`src/rtl/vga_timing_gen_pkg.sv`:
```
// Shared 640x480@60Hz raster constants; renderers import this for the visible dimensions.
package vga_pkg;

  localparam int H_VISIBLE = 640;
  localparam int H_FRONT   = 16;
  localparam int H_SYNC    = 96;
  localparam int H_BACK    = 48;
  localparam int V_VISIBLE = 480;
  localparam int V_FRONT   = 10;
  localparam int V_SYNC    = 2;
  localparam int V_BACK    = 33;

  localparam int H_TOTAL  = H_VISIBLE + H_FRONT + H_SYNC + H_BACK;
  localparam int V_TOTAL  = V_VISIBLE + V_FRONT + V_SYNC + V_BACK;
  localparam int HS_START = H_VISIBLE + H_FRONT;
  localparam int HS_END   = HS_START + H_SYNC - 1;
  localparam int VS_START = V_VISIBLE + V_FRONT;
  localparam int VS_END   = VS_START + V_SYNC - 1;

  typedef logic [9:0] coord_t;

  function automatic coord_t to_coord(input int value);
    return coord_t'(value);
  endfunction

endpackage

```
`src/rtl/vga_timing_gen_if.sv`:
```
// Raster timing bundle: the generator drives it (master), renderers and the connector read it (slave).
interface vga_timing_gen_if;
  import vga_pkg::*;

  logic       hs;
  logic       vs;
  logic       blank;
  logic       sync;
  coord_t     DrawX;
  coord_t     DrawY;
  logic       frame_start;
  logic [7:0] frame_count;

  modport master (
    output hs, vs, blank, sync, DrawX, DrawY, frame_start, frame_count
  );

  modport slave (
    input hs, vs, blank, sync, DrawX, DrawY, frame_start, frame_count
  );

endinterface

```
`src/rtl/vga_timing_gen.sv`:
```
// VGA raster timing generator: pixel/line counters plus sync, blank and frame strobes,
// all registered and aligned with the DrawX/DrawY values they describe.
module vga_timing_gen
  import vga_pkg::*;
#(
  parameter int H_VISIBLE = vga_pkg::H_VISIBLE,
  parameter int H_FRONT   = vga_pkg::H_FRONT,
  parameter int H_SYNC    = vga_pkg::H_SYNC,
  parameter int H_BACK    = vga_pkg::H_BACK,
  parameter int V_VISIBLE = vga_pkg::V_VISIBLE,
  parameter int V_FRONT   = vga_pkg::V_FRONT,
  parameter int V_SYNC    = vga_pkg::V_SYNC,
  parameter int V_BACK    = vga_pkg::V_BACK
) (
  input  logic             vga_clk,
  input  logic             reset,
  vga_timing_gen_if.master vga
);

  localparam coord_t H_LAST   = to_coord(H_VISIBLE + H_FRONT + H_SYNC + H_BACK - 1);
  localparam coord_t V_LAST   = to_coord(V_VISIBLE + V_FRONT + V_SYNC + V_BACK - 1);
  localparam coord_t H_ACTIVE = to_coord(H_VISIBLE);
  localparam coord_t V_ACTIVE = to_coord(V_VISIBLE);
  localparam coord_t HS_LO    = to_coord(H_VISIBLE + H_FRONT);
  localparam coord_t HS_HI    = to_coord(H_VISIBLE + H_FRONT + H_SYNC - 1);
  localparam coord_t VS_LO    = to_coord(V_VISIBLE + V_FRONT);
  localparam coord_t VS_HI    = to_coord(V_VISIBLE + V_FRONT + V_SYNC - 1);

  logic       running;
  coord_t     h_cnt;
  coord_t     v_cnt;
  coord_t     h_next;
  coord_t     v_next;
  logic       line_end;
  logic       frame_end;
  logic       hs_q;
  logic       vs_q;
  logic       blank_q;
  logic       frame_start_q;
  logic [7:0] frame_count_q;

  // The first edge out of reset holds (0,0) so that origin is presented with its flags.
  always_comb begin
    line_end  = (h_cnt == H_LAST);
    frame_end = line_end && (v_cnt == V_LAST);
    h_next    = '0;
    v_next    = '0;
    if (running) begin
      h_next = line_end ? '0 : h_cnt + 10'd1;
      v_next = v_cnt;
      if (line_end) begin
        v_next = (v_cnt == V_LAST) ? '0 : v_cnt + 10'd1;
      end
    end
  end

  // Flags are decoded from the next counter values so they land on the same cycle as DrawX/DrawY.
  always_ff @(posedge vga_clk) begin
    if (reset) begin
      running       <= 1'b0;
      h_cnt         <= '0;
      v_cnt         <= '0;
      hs_q          <= 1'b1;
      vs_q          <= 1'b1;
      blank_q       <= 1'b0;
      frame_start_q <= 1'b0;
      frame_count_q <= '0;
    end else begin
      running       <= 1'b1;
      h_cnt         <= h_next;
      v_cnt         <= v_next;
      blank_q       <= (h_next < H_ACTIVE) && (v_next < V_ACTIVE);
      hs_q          <= !((h_next >= HS_LO) && (h_next <= HS_HI));
      vs_q          <= !((v_next >= VS_LO) && (v_next <= VS_HI));
      frame_start_q <= (h_next == '0) && (v_next == '0);
      if (running && frame_end) begin
        frame_count_q <= frame_count_q + 8'd1;
      end
    end
  end

  assign vga.hs          = hs_q;
  assign vga.vs          = vs_q;
  assign vga.blank       = blank_q;
  assign vga.sync        = 1'b0;
  assign vga.DrawX       = h_cnt;
  assign vga.DrawY       = v_cnt;
  assign vga.frame_start = frame_start_q;
  assign vga.frame_count = frame_count_q;

endmodule

```
`src/flat_wrapper.sv`:
```
// flat-port wrapper written by rule: the top's interface ports become plain ports
module vga_timing_gen_flat import vga_pkg::*;
#(
  parameter int H_VISIBLE = vga_pkg::H_VISIBLE,
  parameter int H_FRONT   = vga_pkg::H_FRONT,
  parameter int H_SYNC    = vga_pkg::H_SYNC,
  parameter int H_BACK    = vga_pkg::H_BACK,
  parameter int V_VISIBLE = vga_pkg::V_VISIBLE,
  parameter int V_FRONT   = vga_pkg::V_FRONT,
  parameter int V_SYNC    = vga_pkg::V_SYNC,
  parameter int V_BACK    = vga_pkg::V_BACK
)
  (vga_clk, reset, vga_hs, vga_vs, vga_blank, vga_sync, vga_DrawX, vga_DrawY, vga_frame_start, vga_frame_count);
  vga_timing_gen_if vga_i ();
  input  logic vga_clk;
  input  logic reset;
  output wire logic [$bits(vga_i.hs)-1:0] vga_hs;
  output wire logic [$bits(vga_i.vs)-1:0] vga_vs;
  output wire logic [$bits(vga_i.blank)-1:0] vga_blank;
  output wire logic [$bits(vga_i.sync)-1:0] vga_sync;
  output wire logic [$bits(vga_i.DrawX)-1:0] vga_DrawX;
  output wire logic [$bits(vga_i.DrawY)-1:0] vga_DrawY;
  output wire logic [$bits(vga_i.frame_start)-1:0] vga_frame_start;
  output wire logic [$bits(vga_i.frame_count)-1:0] vga_frame_count;
  assign vga_hs = vga_i.hs;
  assign vga_vs = vga_i.vs;
  assign vga_blank = vga_i.blank;
  assign vga_sync = vga_i.sync;
  assign vga_DrawX = vga_i.DrawX;
  assign vga_DrawY = vga_i.DrawY;
  assign vga_frame_start = vga_i.frame_start;
  assign vga_frame_count = vga_i.frame_count;
  vga_timing_gen #(.H_VISIBLE(H_VISIBLE), .H_FRONT(H_FRONT), .H_SYNC(H_SYNC), .H_BACK(H_BACK), .V_VISIBLE(V_VISIBLE), .V_FRONT(V_FRONT), .V_SYNC(V_SYNC), .V_BACK(V_BACK)) u_core (.vga_clk(vga_clk), .reset(reset), .vga(vga_i));
endmodule
```
`config.mk`:
```
export PLATFORM = sky130hd
export DESIGN_NAME = vga_timing_gen_flat
export DESIGN_NICKNAME = d
export VERILOG_FILES = /design/src/rtl/vga_timing_gen_pkg.sv /design/src/rtl/vga_timing_gen_if.sv /design/src/rtl/vga_timing_gen.sv /design/src/flat_wrapper.sv
export SDC_FILE = /design/constraint.sdc
export NUM_CORES = 1
export LEC_CHECK = 0
export BUFFER_PORTS_ARGS = -buffer_cell sky130_fd_sc_hd__clkbuf_2
export CORE_AREA = 2 2 67 56
export DETAILED_ROUTE_END_ITERATION = 10
export DIE_AREA = 0 0 69 58
export GPL_ROUTABILITY_DRIVEN = 0
export MAX_ROUTING_LAYER = met4
export PLACE_DENSITY = 0.75
export SETUP_SLACK_MARGIN = 0.4
export SYNTH_ARGS = -nofsm -noshare
export SYNTH_HDL_FRONTEND = slang
export SYNTH_SLANG_ARGS = --single-unit
```
`constraint.sdc`:
```
create_clock -name vga_clk -period 4.9 [get_ports vga_clk]
set_input_delay 0.245 -clock vga_clk [delete_from_list [all_inputs] [get_ports vga_clk]]
set_output_delay 0.245 -clock vga_clk [all_outputs]
set_load 0.05 [all_outputs]
```
==> results.json <==
{
  "status": "complete, no violations",
  "yosysTopAreaCell": "dfxtp_1",
  "endpoint_kind": "flop",
  "insertion_delay_ns": 0.28,
  "place_ws_ns": 2.24,
  "syn-cell-area_sq_um": 1790,
  "clock_tree.root_cell": "clkbuf_8",
  "io_pins": 35,
  "synth_ff_type": "dfxtp_1",
  "period_needed_ns": 2.70,
  "ant_nets": 0,
  "port_buffers": 33,
  "hp-class": "in2reg",
  "multi_input_area_sq_um": 1020,
  "die_area_sq_um": 4000,
  "ys_top_cells_by_area": "dfxtp_1 37%, xnor2_1 8.3%, nor2_1 5.7%",
  "drt_iter0_drc": 119,
  "ir_drop_uv": 229,
  "nNetsFinal": 249,
  "finClkSkew_ns": 0.00665,
  "clock.fmax_mhz": 370,
  "synth_cell_types": 42,
  "synth-seq-cells": 33,
  "hpwl_um": 2910,
  "cp_common_cell": "nand4_1",
  "path_class": "reg2reg",
  "syn_inst": 216,
  "setup_viol": 0,
  "grt_antenna_before_repair": 0,
  "p_per_area_nw_per_um2": 243,
  "grt_pass1_wl_um": 6570,
  "diodes": 0,
  "fp.dieH_um": 58,
  "synthArstFlopShare_pct": 0,
  "htree_num_levels": 2,
  "firstDrtPassIters": 4,
  "layout.area.seq_sq_um": 661,
  "grt_pass1_vias": 1398,
  "setup-tns-final_ns": 0,
  "worst_slack_ns": 2.20,
  "grt_max_degree": 13,
  "synth_nets": 222,
  "power.leakage_nw": 0.776,
  "cpPeakStageDelay_ns": 0.58,
  "gr-total-overflow": 0,
  "fillCellCount": 323,
  "routedWlPerCell_um": 13.8,
  "rows": 19,
  "yosysSeqAreaShare_pct": 37.0,
  "synth_edf_count": 0,
  "fin_crit_sh_pct": 55.1,
  "avgSynthCellArea_sq_um": 8.27,
  "maxCapViolations": 0,
  "numCtsBuffers": 5,
  "die_w_um": 69,
  "cp_top_family": "simple AND/OR/NAND/NOR gates",
  "slew_viol_final": 0,
  "crit_buf_inv": 0,
  "cp_max_fo": 12,
  "grt_usage_pct": 21.5,
  "hold_viol": 0,
  "area_growth_pct": 12.7,
  "cp.required_ns": 5.05,
  "core_area_sq_um": 3330,
  "drive_above_1_share_pct": 18.9,
  "totalWireLength_um": 3950,
  "cts_tree": "built",
  "synth_top_cell_area_share_pct": 37.0,
  "cp_cell_sequence": "ha_1 -> nand4_1 -> or3_4 -> nor3_1 -> xnor2_1 -> nor4_1 -> nand4_1",
  "tightest_slew_ns": 0.613,
  "slowest_stage": "or3_4",
  "drc": 0,
  "crit_path_start_kind": "flop",
  "cts_setup_buffers": 0,
  "clk_pin_slew_worst_paths_ns": 0.07,
  "rsz0062_at_grt": "no",
  "slew_headroom_pct": 58.7,
  "num_vias": 1577,
  "cts_hold_buffers": 0,
  "routed_via_density": 5.51,
  "initial_utilization_pct": 53.7,
  "cts.sink_count": 33,
  "yosysWarnings": 0,
  "postCtsResizedCells": 0,
  "cp_data_arrival_time_ns": 2.85,
  "cts_buffer_depth": 2
}
## cells in the final DEF, fill, tap and decap left out, types with 2 or more instances in the layout
cell type,netlist,routed
o21ai_0,3,3
nand3_1,12,12
nor2_1,27,27
clkinv_2,0,2
dfxtp_1,33,33
ha_1,4,4
nand4_1,11,11
xor2_1,10,10
clkbuf_2,0,33
nor3_1,7,7
and2_1,4,4
a41oi_1,2,2
or3_1,3,3
nor2b_1,2,2
nand2_1,19,19
o31a_1,2,2
a21oi_1,5,5
xnor2_1,17,17
a31oi_1,2,2
and4_1,3,3
and3_1,6,6
or3_4,2,2
inv_1,7,7
clkbuf_8,0,5
nor4_1,6,6
## state kept, by name (all words and copies together), names as in the netlist
| signal | count |
|---|---|
| u_core.running | 1 |
| u_core.vga.DrawX | 10 |
| u_core.vga.DrawY | 10 |
| u_core.vga.blank | 1 |
| u_core.vga.frame_count | 8 |
| u_core.vga.frame_start | 1 |
| u_core.vga.hs | 1 |
| u_core.vga.vs | 1 |
## cells in the mapped netlist (2+ instances only)
master	number
nor2_1	27
or3_4	2
nor2b_1	2
xnor2_1	17
nor3_1	7
o21ai_0	3
nand2_1	19
ha_1	4
inv_1	7
o31a_1	2
nor4_1	6
a41oi_1	2
nand4_1	11
clkbuf_1	5
a21oi_1	5
dfxtp_1	33
and2_1	4
and4_1	3
a31oi_1	2
nand3_1	12
or3_1	3
buf_2	5
xor2_1	10
buf_6	2
and3_1	6
## layout make-up
cell class / instances / share of cell area (%)
clock buffer: 6 / 3.60
clock inverter: 2 / 0.497
inverter: 9 / 1.68
multi-input combinational: 161 / 50.6
sequential: 33 / 32.8
tap: 42 / 2.61
timing repair buffer: 33 / 8.20
## metrics by stage
step                hold slack [ns]  util (%)  area [sq um]  std cells  total power [mW]
finish                        0.299      60.5          2010        286             0.490
global route                  0.341      60.5          2010        286             0.508
CTS                           0.302      60.5          2010        286             0.495
detailed placement            0.481      58.0          1930        278             0.302
global placement              0.467      58.0          1930        278             0.302
floorplan                     0.368         -          1790        216             0.296
## cells by family (layout without fill, tap and decap cells)
group	count (synthesis)	count (layout)	share of synthesized area [%]
XOR/XNOR	27	27	13.2
adder cells (fa/ha/maj)	4	4	2.80
flip-flops	33	33	37.0
other	1	1	0.210
AND/OR/NAND/NOR	105	105	31.1
buffers and inverters	22	50	6.02
AO/OA/AOI/OAI	24	24	9.66
## power by group
part	switching, mW	internal [mW]	total (mW)
Combinational	0.0174	0.00490	0.0223
Clock	0.0957	0.0983	0.194
Sequential	0.00291	0.271	0.273
## worst paths after layout
check / start / end / slack [ns] / cells after the start
worst min register to register: u_core.vga.DrawX[0]$_SDFF_PP0_ / u_core.vga.DrawX[0]$_SDFF_PP0_ / 0.50 / 1
worst max-delay path: u_core.vga.DrawX[0]$_SDFF_PP0_ / u_core.vga.vs$_SDFF_PP1_ / 2.20 / 7
worst max register to register: u_core.vga.DrawX[0]$_SDFF_PP0_ / u_core.vga.vs$_SDFF_PP1_ / 2.20 / 7
worst min-delay path: reset / u_core.vga.frame_count[4]$_SDFFE_PP0P_ / 0.30 / 2
## worst reg2reg max path: stages (launching register included)
cell and delay, ns:
dfxtp_1 0.41, ha_1 0.29, nand4_1 0.34, or3_4 0.59
nor3_1 0.29, xnor2_1 0.14, nor4_1 0.39, nand4_1 0.13
## routing by layer
metal	global-route usage, %	wire, um
met1	29.0	1960
met2	31.7	1710
met3	5.39	246
met4	7.00	38
met5	-	0
Note: power is estimated with default switching activity, not from simulation.
